--- config.mk ---
export PLATFORM = sky130hd
export DESIGN_NAME = tick_counter_ctrl_flat
export DESIGN_NICKNAME = d
export VERILOG_FILES = /design/src/rtl/tick_counter_ctrl_pkg.sv /design/src/rtl/tick_counter_ctrl_if.sv /design/src/rtl/tick_counter_ctrl_btn.sv /design/src/rtl/tick_counter_ctrl.sv /design/src/flat_wrapper.sv
export SDC_FILE = /design/constraint.sdc
export NUM_CORES = 1
export LEC_CHECK = 0
export CAP_MARGIN = 10
export CORE_MARGIN = 4
export CORE_UTILIZATION = 50
export DETAILED_ROUTE_END_ITERATION = 6
export PLACE_DENSITY = 0.75
export SETUP_SLACK_MARGIN = 0.2
export SLEW_MARGIN = 20
export SYNTH_ARGS = -nofsm -noshare
export SYNTH_HDL_FRONTEND = slang
export SYNTH_SLANG_ARGS = --single-unit
--- constraint.sdc ---
create_clock -name clk -period 2.45 [get_ports clk]
set_input_delay 0.49 -clock clk [delete_from_list [all_inputs] [get_ports clk]]
set_output_delay 0.49 -clock clk [all_outputs]
set_load 0.05 [all_outputs]
--- src/rtl/tick_counter_ctrl_pkg.sv ---
// Shared types and defaults for the tick counter controller.
// State encodings match the board-level encodings used by the status decoding.
package tick_counter_ctrl_pkg;

  typedef enum logic [1:0] {
    ST_IDLE  = 2'd0,
    ST_RUN   = 2'd1,
    ST_PAUSE = 2'd2,
    ST_DONE  = 2'd3
  } state_t;

  localparam int unsigned TICK_DIV_DEF = 50_000_000;
  localparam int unsigned DB_CYC_DEF   = 500_000;
  localparam int unsigned MAX_VAL_DEF  = 15;

  // Preset values above the terminal count are saturated so Data stays decodable.
  function automatic logic [3:0] clamp_val(input logic [3:0] v, input logic [3:0] max);
    return (v > max) ? max : v;
  endfunction

endpackage

--- src/rtl/tick_counter_ctrl_if.sv ---
// Board-side controls and status of the tick counter.
// master = key/switch panel side, slave = counter.
interface tick_counter_ctrl_if;
  logic       start_btn;
  logic       clear_btn;
  logic       load_btn;
  logic       dir_sw;
  logic [3:0] load_val;
  logic [3:0] Data;
  logic       running;
  logic       done;
  logic       tc_pulse;

  modport master (
    output start_btn, clear_btn, load_btn, dir_sw, load_val,
    input  Data, running, done, tc_pulse
  );

  modport slave (
    input  start_btn, clear_btn, load_btn, dir_sw, load_val,
    output Data, running, done, tc_pulse
  );
endinterface

--- src/rtl/tick_counter_ctrl_btn.sv ---
// Button conditioner: 2-flop synchroniser, debounce and rising-edge event.
// Event is high for the cycle after the debounced level first goes high.
module btn_conditioner
  import tick_counter_ctrl_pkg::*;
#(
  parameter int unsigned DB_CYC = DB_CYC_DEF
) (
  input  logic clk,
  input  logic rst_n,
  input  logic raw,
  output logic ev
);

  localparam int unsigned CW = $clog2(DB_CYC + 1);

  logic          s1;
  logic          s2;
  logic          level;
  logic          level_q;
  logic [CW-1:0] cnt;

  // cnt counts consecutive synchronised samples that disagree with the accepted level.
  always_ff @(posedge clk or negedge rst_n) begin
    if (!rst_n) begin
      s1      <= 1'b0;
      s2      <= 1'b0;
      level   <= 1'b0;
      level_q <= 1'b0;
      cnt     <= '0;
    end else begin
      s1      <= raw;
      s2      <= s1;
      level_q <= level;
      if (s2 != level) begin
        if (cnt == CW'(DB_CYC - 1)) begin
          level <= s2;
          cnt   <= '0;
        end else begin
          cnt <= cnt + CW'(1);
        end
      end else begin
        cnt <= '0;
      end
    end
  end

  assign ev = level & ~level_q;

endmodule

--- src/rtl/tick_counter_ctrl.sv ---
// Timed 0..MAX_VAL up/down counter with start/pause, clear and load keys.
// Prescaler, FSM and count register; buttons go through btn_conditioner.
module tick_counter_ctrl
  import tick_counter_ctrl_pkg::*;
#(
  parameter int unsigned TICK_DIV = TICK_DIV_DEF,
  parameter int unsigned DB_CYC   = DB_CYC_DEF,
  parameter int unsigned MAX_VAL  = MAX_VAL_DEF,
  parameter int unsigned WRAP     = 0
) (
  input  logic               clk,
  input  logic               rst_n,
  tick_counter_ctrl_if.slave bus
);

  localparam int unsigned      PW      = $clog2(TICK_DIV);
  localparam logic [3:0]       MAXV    = 4'(MAX_VAL);
  localparam logic [PW-1:0]    PLAST   = PW'(TICK_DIV - 1);
  localparam bit               WRAP_EN = (WRAP != 0);

  logic ev_start;
  logic ev_clear;
  logic ev_load;

  btn_conditioner #(.DB_CYC(DB_CYC)) u_start (
    .clk(clk), .rst_n(rst_n), .raw(bus.start_btn), .ev(ev_start)
  );
  btn_conditioner #(.DB_CYC(DB_CYC)) u_clear (
    .clk(clk), .rst_n(rst_n), .raw(bus.clear_btn), .ev(ev_clear)
  );
  btn_conditioner #(.DB_CYC(DB_CYC)) u_load (
    .clk(clk), .rst_n(rst_n), .raw(bus.load_btn), .ev(ev_load)
  );

  logic       dir_s1;
  logic       dir;
  logic [3:0] lv_s1;
  logic [3:0] lv;

  always_ff @(posedge clk or negedge rst_n) begin
    if (!rst_n) begin
      dir_s1 <= 1'b0;
      dir    <= 1'b0;
      lv_s1  <= '0;
      lv     <= '0;
    end else begin
      dir_s1 <= bus.dir_sw;
      dir    <= dir_s1;
      lv_s1  <= bus.load_val;
      lv     <= lv_s1;
    end
  end

  state_t        state;
  state_t        state_n;
  logic [3:0]    data_q;
  logic [3:0]    data_n;
  logic          tc_q;
  logic          tc_n;
  logic [PW-1:0] pres;
  logic [PW-1:0] pres_n;

  logic [3:0] term;
  logic [3:0] step_val;
  logic [3:0] wrap_val;
  logic       tick;

  assign term     = dir ? MAXV : 4'd0;
  assign wrap_val = dir ? 4'd0 : MAXV;
  assign step_val = dir ? (data_q + 4'd1) : (data_q - 4'd1);
  assign tick     = (state == ST_RUN) && (pres == PLAST);

  always_ff @(posedge clk or negedge rst_n) begin
    if (!rst_n) begin
      state  <= ST_IDLE;
      data_q <= '0;
      tc_q   <= 1'b0;
      pres   <= '0;
    end else begin
      state  <= state_n;
      data_q <= data_n;
      tc_q   <= tc_n;
      pres   <= pres_n;
    end
  end

  // Priority chain clear > load > start > tick; a load in RUN falls through
  // so a coincident tick is still honoured.
  always_comb begin
    state_n = state;
    data_n  = data_q;
    tc_n    = 1'b0;
    pres_n  = pres;
    if (state == ST_RUN) begin
      pres_n = tick ? '0 : pres + PW'(1);
    end
    if (ev_clear) begin
      state_n = ST_IDLE;
      data_n  = wrap_val;
      pres_n  = '0;
    end else if (ev_load && (state != ST_RUN)) begin
      data_n = clamp_val(lv, MAXV);
      if (state == ST_DONE) state_n = ST_IDLE;
    end else if (ev_start) begin
      case (state)
        ST_IDLE: begin
          pres_n = '0;
          if (!WRAP_EN && (data_q == term)) begin
            state_n = ST_DONE;
            tc_n    = 1'b1;
          end else begin
            state_n = ST_RUN;
          end
        end
        ST_RUN: begin
          state_n = ST_PAUSE;
          pres_n  = pres;
        end
        ST_PAUSE: state_n = ST_RUN;
        default:  ;
      endcase
    end else if (tick) begin
      if (data_q == term) begin
        tc_n = 1'b1;
        if (WRAP_EN) data_n  = wrap_val;
        else         state_n = ST_DONE;
      end else begin
        data_n = step_val;
        if (!WRAP_EN && (step_val == term)) begin
          state_n = ST_DONE;
          tc_n    = 1'b1;
        end
      end
    end
  end

  assign bus.Data     = data_q;
  assign bus.running  = (state == ST_RUN);
  assign bus.done     = (state == ST_DONE);
  assign bus.tc_pulse = tc_q;

endmodule

--- src/flat_wrapper.sv ---
// flat-port wrapper written by rule: the top's interface ports become plain ports
module tick_counter_ctrl_flat import tick_counter_ctrl_pkg::*;
#(
  parameter int unsigned TICK_DIV = TICK_DIV_DEF,
  parameter int unsigned DB_CYC   = DB_CYC_DEF,
  parameter int unsigned MAX_VAL  = MAX_VAL_DEF,
  parameter int unsigned WRAP     = 0
)
  (clk, rst_n, bus_start_btn, bus_clear_btn, bus_load_btn, bus_dir_sw, bus_load_val, bus_Data, bus_running, bus_done, bus_tc_pulse);
  tick_counter_ctrl_if bus_i ();
  input  logic clk;
  input  logic rst_n;
  input wire logic [$bits(bus_i.start_btn)-1:0] bus_start_btn;
  input wire logic [$bits(bus_i.clear_btn)-1:0] bus_clear_btn;
  input wire logic [$bits(bus_i.load_btn)-1:0] bus_load_btn;
  input wire logic [$bits(bus_i.dir_sw)-1:0] bus_dir_sw;
  input wire logic [$bits(bus_i.load_val)-1:0] bus_load_val;
  output wire logic [$bits(bus_i.Data)-1:0] bus_Data;
  output wire logic [$bits(bus_i.running)-1:0] bus_running;
  output wire logic [$bits(bus_i.done)-1:0] bus_done;
  output wire logic [$bits(bus_i.tc_pulse)-1:0] bus_tc_pulse;
  assign bus_i.start_btn = bus_start_btn;
  assign bus_i.clear_btn = bus_clear_btn;
  assign bus_i.load_btn = bus_load_btn;
  assign bus_i.dir_sw = bus_dir_sw;
  assign bus_i.load_val = bus_load_val;
  assign bus_Data = bus_i.Data;
  assign bus_running = bus_i.running;
  assign bus_done = bus_i.done;
  assign bus_tc_pulse = bus_i.tc_pulse;
  tick_counter_ctrl #(.TICK_DIV(TICK_DIV), .DB_CYC(DB_CYC), .MAX_VAL(MAX_VAL), .WRAP(WRAP)) u_core (.clk(clk), .rst_n(rst_n), .bus(bus_i));
endmodule
==> results of run 1 <==
how the worst min path moves through the flow:
stage,from,to,cells past startpoint
global route,u_core.lv_s1[3],u_core.lv[3],0
finish,u_core.lv_s1[2],u_core.lv[2],0
detailed placement,u_core.u_clear.s1,u_core.u_clear.s2,0
floorplan,rst_n,u_core.bus.Data[0],0
CTS,u_core.lv_s1[2],u_core.lv[2],0
global placement,u_core.lv_s1[2],u_core.lv[2],0
repair_timing:
action | in CTS | in global routing
resized for setup | 3 | 15
hold endpoints to repair | 13 | 0
gates cloned | 0 | 1
hold buffers | 1 | 0
setup buffers | 3 | 4
pin swaps | 1 | 2
setup endpoints to repair | 2 | 30
stage by stage:
stage | worst slack [ns] | util | cell area, um2 | std cells
CTS | 0.233 | 0.570 | 6200 | 741
global route | 0.170 | 0.579 | 6310 | 746
global placement | 0.254 | 0.549 | 5970 | 721
floorplan | 0.215 | - | 5620 | 570
detailed placement | 0.176 | 0.549 | 5970 | 721
finish | 0.256 | 0.579 | 6310 | 746
routing by layer:
layer | global-route usage | vias up | wire [um]
li1 | - | 2046 | -
met1 | 0.251 | 2001 | 5150
met2 | 0.276 | 82 | 5080
met3 | 0.0504 | 15 | 456
met4 | 0.0594 | 0 | 156
met5 | 0 | - | 0
cell type report:
| cell class | instances | area, um2 |
|---|---|---|
| repair buffers | 38 | 345 |
| multi-input cells | 421 | 2710 |
| clock buffers | 9 | 124 |
| fillers | 934 | 4580 |
| inverters | 19 | 71.3 |
| well taps | 140 | 175 |
| clock inverters | 7 | 72.6 |
| flip-flops and latches | 112 | 2810 |
power breakdown:
part	switching [mW]	internal [mW]
logic	0.0736	0.0403
registers	0.0182	1.87
clock network	0.633	0.473
total	0.724	2.39
sequential cells by signal (all words and copies together) (netlist names), 2 cells and up:
signal	flops
u_core.pres	26
u_core.u_clear.cnt	19
u_core.u_load.cnt	19
u_core.u_start.cnt	19
u_core.bus.Data	4
u_core.lv	4
u_core.lv_s1	4
u_core.state	2
kinds of logic after synthesis:
logic type	count (synthesis)	synth area share
xor gates and xnor gates	74	0.116
buffers and inverters	37	0.0277
adders and majority gates	11	0.0259
AOI/OAI and AO/OA	43	0.0545
muxes	7	0.0158
and+or+nand+nor	286	0.261
DFF	112	0.500
placed cells by master (no fill, tap or decap), types with 6 or more instances in the layout:
master | Yosys | final
dfrtp_1 | 112 | 109
nor2_1 | 93 | 93
xnor2_1 | 43 | 43
nand2_1 | 41 | 41
nand3_1 | 39 | 39
xor2_1 | 31 | 31
nor3_1 | 21 | 21
buf_4 | 0 | 19
inv_1 | 19 | 17
nand4_1 | 16 | 16
nor4_1 | 16 | 13
clkdlybuf4s50_1 | 0 | 13
and3_1 | 10 | 10
a31oi_1 | 10 | 10
clkbuf_8 | 0 | 9
and4_1 | 8 | 8
ha_1 | 10 | 8
a21oi_1 | 8 | 7
or3_1 | 6 | 6
==> results.yml, run 1 <==
logic_synthesis:
  synth.most_common_cell: "dfrtp_1"
  synth.avg_cell_area_um2: 9.84
  netlist.area_leader.share: 0.500
  synth_area_leaders: "dfrtp_1, xnor2_1, nor2_1, xor2_1, nand3_1"
  synth-edff-count: 0
  synth_async_sr_flop_share: 1.00
  yosysSeqAreaShare: 0.500
  ys_ff_latch: 112
  syn_nets: 591
  yosysWarnings: 0
  synth_cells: 570
  yosys.cell_types.count: 54
  synth.top_cells.by_count: "dfrtp_1, nor2_1, xnor2_1"
  synth_top_area_cell: "dfrtp_1"
  syn-cell-area_um2: 5610
  synth_ff_type: "dfrtp_1"
floorplan:
  die_w_um: 114
  dieArea_um2: 13000
  die_h_um: 114
  start_util: 0.515
  num_rows: 38
  ios: 17
  design.core.area_um2: 10900
worst_setup_path:
  critical_path.max_fanout: 3
  cp-end-kind: "flop"
  required_ns: 2.71
  worstReg2RegEnd: "u_core.state[0]"
  worst_r2r_path_depth: 7
  crit_slowest_cell: "dfrtp_2"
  reg2reg_from: "u_core.bus.Data[0]"
  r2r_slack_ns: 0.26
  crit_cells: 7
  path_buf_inv: 1
  cp-startpoint: "u_core.bus.Data[0]"
  path_class: "flop to flop"
  cp.arrival_ns: 2.46
  crit_path_start_kind: "flop"
  cp_slowest_stage_delay_ns: 0.45
  crit_end: "u_core.state[0]"
  cp_top_family: "compound AO/OA/AOI/OAI gates"
  path_cells: "fa_2 > xor2_1 > or4_1 > a211oi_2 > buf_4 > o211a_1 > o32ai_1"
clock_network:
  root_buffer: "clkbuf_8"
  htreeDepth: 3
  clock_latency_ns: 0.38
  cts.clk_slew.worst_paths_ns: 0.10
  clock_sinks: 112
  tritoncts: "done"
  cts_made_buffers: 9
  clockBufferDepth: 2
global_routing:
  grt_overflow: 0
  grt_pass1_wl_um: 19300
  antenna_found_initial: 0
  grt_use_total: 0.180
  grt_pass1_vias: 4191
  grt_max_degree: 63
timing:
  slew_violations: 0
  worst_slew_pin_slew_ns: 0.638
  setup_tns_ns: 0
  rsz0062_at_grt: "yes"
  finalCriticalPeriod_ns: 2.19
  final_hold_viol_count: 0
  setup_violations: 0
  period_share: 0.896
  relSlewSlack: 0.575
  finalClockSkew_ns: 0.00928
  fin_hold_ws_ns: 0.357
  timing.fmax_mhz: 456
finish:
  layout-drive-gt1-share: 0.116
  nets: 622
  syn2layout_area_growth_pct: 12.5
  diodes: 0
pwr:
  powerDensity_nw_per_um2: 493
  vdd_ir_drop_max_uv: 311
  power_leakage_nw: 2.68
  power.total_mw: 3.11
detailed_routing:
  vias_per_cell: 5.55
  wirelength_um: 10800
  wl_per_cell_um: 14.5
  drtPass1Iterations: 5
  detail-route-antenna-nets: 0
  drc: 0
  dr.first_iter.drc_count: 319
  via_count: 4144
place:
  dp_hpwl_um: 7510
  port_buffers: 16
  gp_congestion: 0.847
flow_run:
  drv_cap: 0
status:
  outcome: "finished clean"
hold_path:
  worstHoldPathType: "flop to flop"
No activity file was read; power rests on OpenSTA's default activity.
==> run 2: changes to the inputs <==
--- a/config.mk
+++ b/config.mk
@@ -6,6 +6,7 @@
 export NUM_CORES = 1
 export LEC_CHECK = 0
 export CAP_MARGIN = 10
+export CORE_ASPECT_RATIO = 2
 export CORE_MARGIN = 4
 export CORE_UTILIZATION = 50
 export DETAILED_ROUTE_END_ITERATION = 6
==> results.yml, run 2 (synthesis results as in run 1) <==
status:
  outcome: "finished clean"
global_routing:
  grt_use_met1: 0.192
  grt_max_degree: 79
  grt_use_total: 0.188
  antenna_found_initial: 0
  gr-usage-met3: 0.0286
  grt_pass1_wl_um: 20000
  top_usage_layer: "met2"
  grt_overflow: 0
  met2_usage: 0.364
  grt_pass1_vias: 4290
place:
  port_buffers: 16
  place_area_um2: 5990
  gp_congestion: 0.929
  dp_hpwl_um: 8520
  dp_cells: 723
timing:
  setup_tns_ns: 0
  timing.fmax_mhz: 450
  final_hold_viol_count: 0
  period_share: 0.907
  finalClockSkew_ns: 0.00893
  finalCriticalPeriod_ns: 2.22
  fin_hold_ws_ns: 0.00856
  relSlewSlack: 0.577
  slew_violations: 0
  setup_violations: 0
  worst_slew_pin_slew_ns: 0.634
  rsz0062_at_grt: "yes"
detailed_routing:
  via_count: 4188
  drc: 0
  detail-route-antenna-nets: 0
  dr.first_iter.drc_count: 255
  drtPass1Iterations: 4
  wirelength_um: 12000
  wl_per_cell_um: 16.1
  vias_per_cell: 5.63
worst_setup_path:
  path_cells: "inv_2 > fa_2 > xor2_2 > or4_4 > a211oi_4 > o2bb2ai_2 > o32ai_2"
  cp_slowest_stage_delay_ns: 0.44
  crit_cells: 7
  cp-end-kind: "flop"
  cp.arrival_ns: 2.48
  worst_r2r_path_depth: 7
  required_ns: 2.70
  path_buf_inv: 1
  cp_top_family: "compound AO/OA/AOI/OAI gates"
  crit_path_start_kind: "flop"
  crit_slowest_cell: "or4_4"
  critical_path.max_fanout: 5
  path_class: "flop to flop"
finish:
  largest-register: "u_core.pres"
  finish.instance_area_um2: 6420
  largest_reg_flops: 26
  final_common_cell: "dfrtp_1"
  syn2layout_area_growth_pct: 14.6
  layout-drive-gt1-share: 0.114
  final_cell_count_no_fill: 744
  layout_common_cells: "dfrtp_1, nor2_1, xnor2_1"
  diodes: 0
  nets: 620
pwr:
  vdd_ir_drop_max_uv: 386
  powerDensity_nw_per_um2: 551
  power_leakage_nw: 2.74
  power.total_mw: 3.54
floorplan:
  die_w_um: 82.9
  start_util: 0.512
  num_rows: 54
  dieArea_um2: 13100
  die_h_um: 158
  design.core.area_um2: 10900
  ios: 17
flow_run:
  drv_cap: 0
clock_network:
  clock_sinks: 112
  clockBufferDepth: 2
  cts.clk_slew.worst_paths_ns: 0.07
  htreeDepth: 3
  cts_made_buffers: 9
  clock_latency_ns: 0.35
  tritoncts: "done"
  root_buffer: "clkbuf_16"
hold_path:
  worstHoldPathType: "primary input to asynchronous set/reset pin"
## run 2: final cells by class
| type | count | area (um2) |
|---|---|---|
| clock buffers | 11 | 253 |
| repair buffers | 36 | 324 |
| flip-flops and latches | 112 | 2810 |
| clock inverters | 5 | 63.8 |
| well taps | 140 | 175 |
| inverters | 19 | 71.3 |
| multi-input cells | 421 | 2730 |
| fillers | 916 | 4520 |
## run 2: worst register-to-register path, stage by stage (launching register included)
cell and delay [ns]:
dfrtp_1 0.40, inv_2 0.10, fa_2 0.36, xor2_2 0.17, or4_4 0.44, a211oi_4 0.29
o2bb2ai_2 0.12, o32ai_2 0.26
## run 2: what timing repair did
action / 4_1_cts / 5_1_grt
pin swaps: 2 / 4
buffers inserted: 3 / 2
gates resized for setup: 4 / 11
hold buffers: 0 / 0
setup endpoints to repair: 2 / 18
## run 2: through the flow
stage               setup WS (ns)  utilization
global route                0.151        0.587
finish                      0.227        0.587
detailed placement          0.105        0.547
CTS                         0.191        0.581
floorplan                   0.215            -
global placement            0.274        0.547
## run 2: final timing paths
path,start,to,slack [ns]
min in group clk,u_core.lv_s1[1],u_core.lv[1],0.35
worst max register to register,u_core.dir,u_core.state[1],0.23
worst max-delay path,u_core.dir,u_core.state[1],0.23
max in group asynchronous,rst_n,u_core.u_load.cnt[5],1.75
worst min-delay path,rst_n,u_core.pres[19],0.009
worst min register to register,u_core.lv_s1[1],u_core.lv[1],0.35
## run 2: power by group
part | internal [mW] | switching, mW
clock | 0.857 | 0.675
sequential | 1.87 | 0.0184
combinational | 0.0421 | 0.0751
## run 2: per-layer routing
layer	vias up	part of all wire
li1	2028	-
met1	2053	0.39
met2	74	0.55
met3	33	0.020
met4	0	0.040
met5	-	0
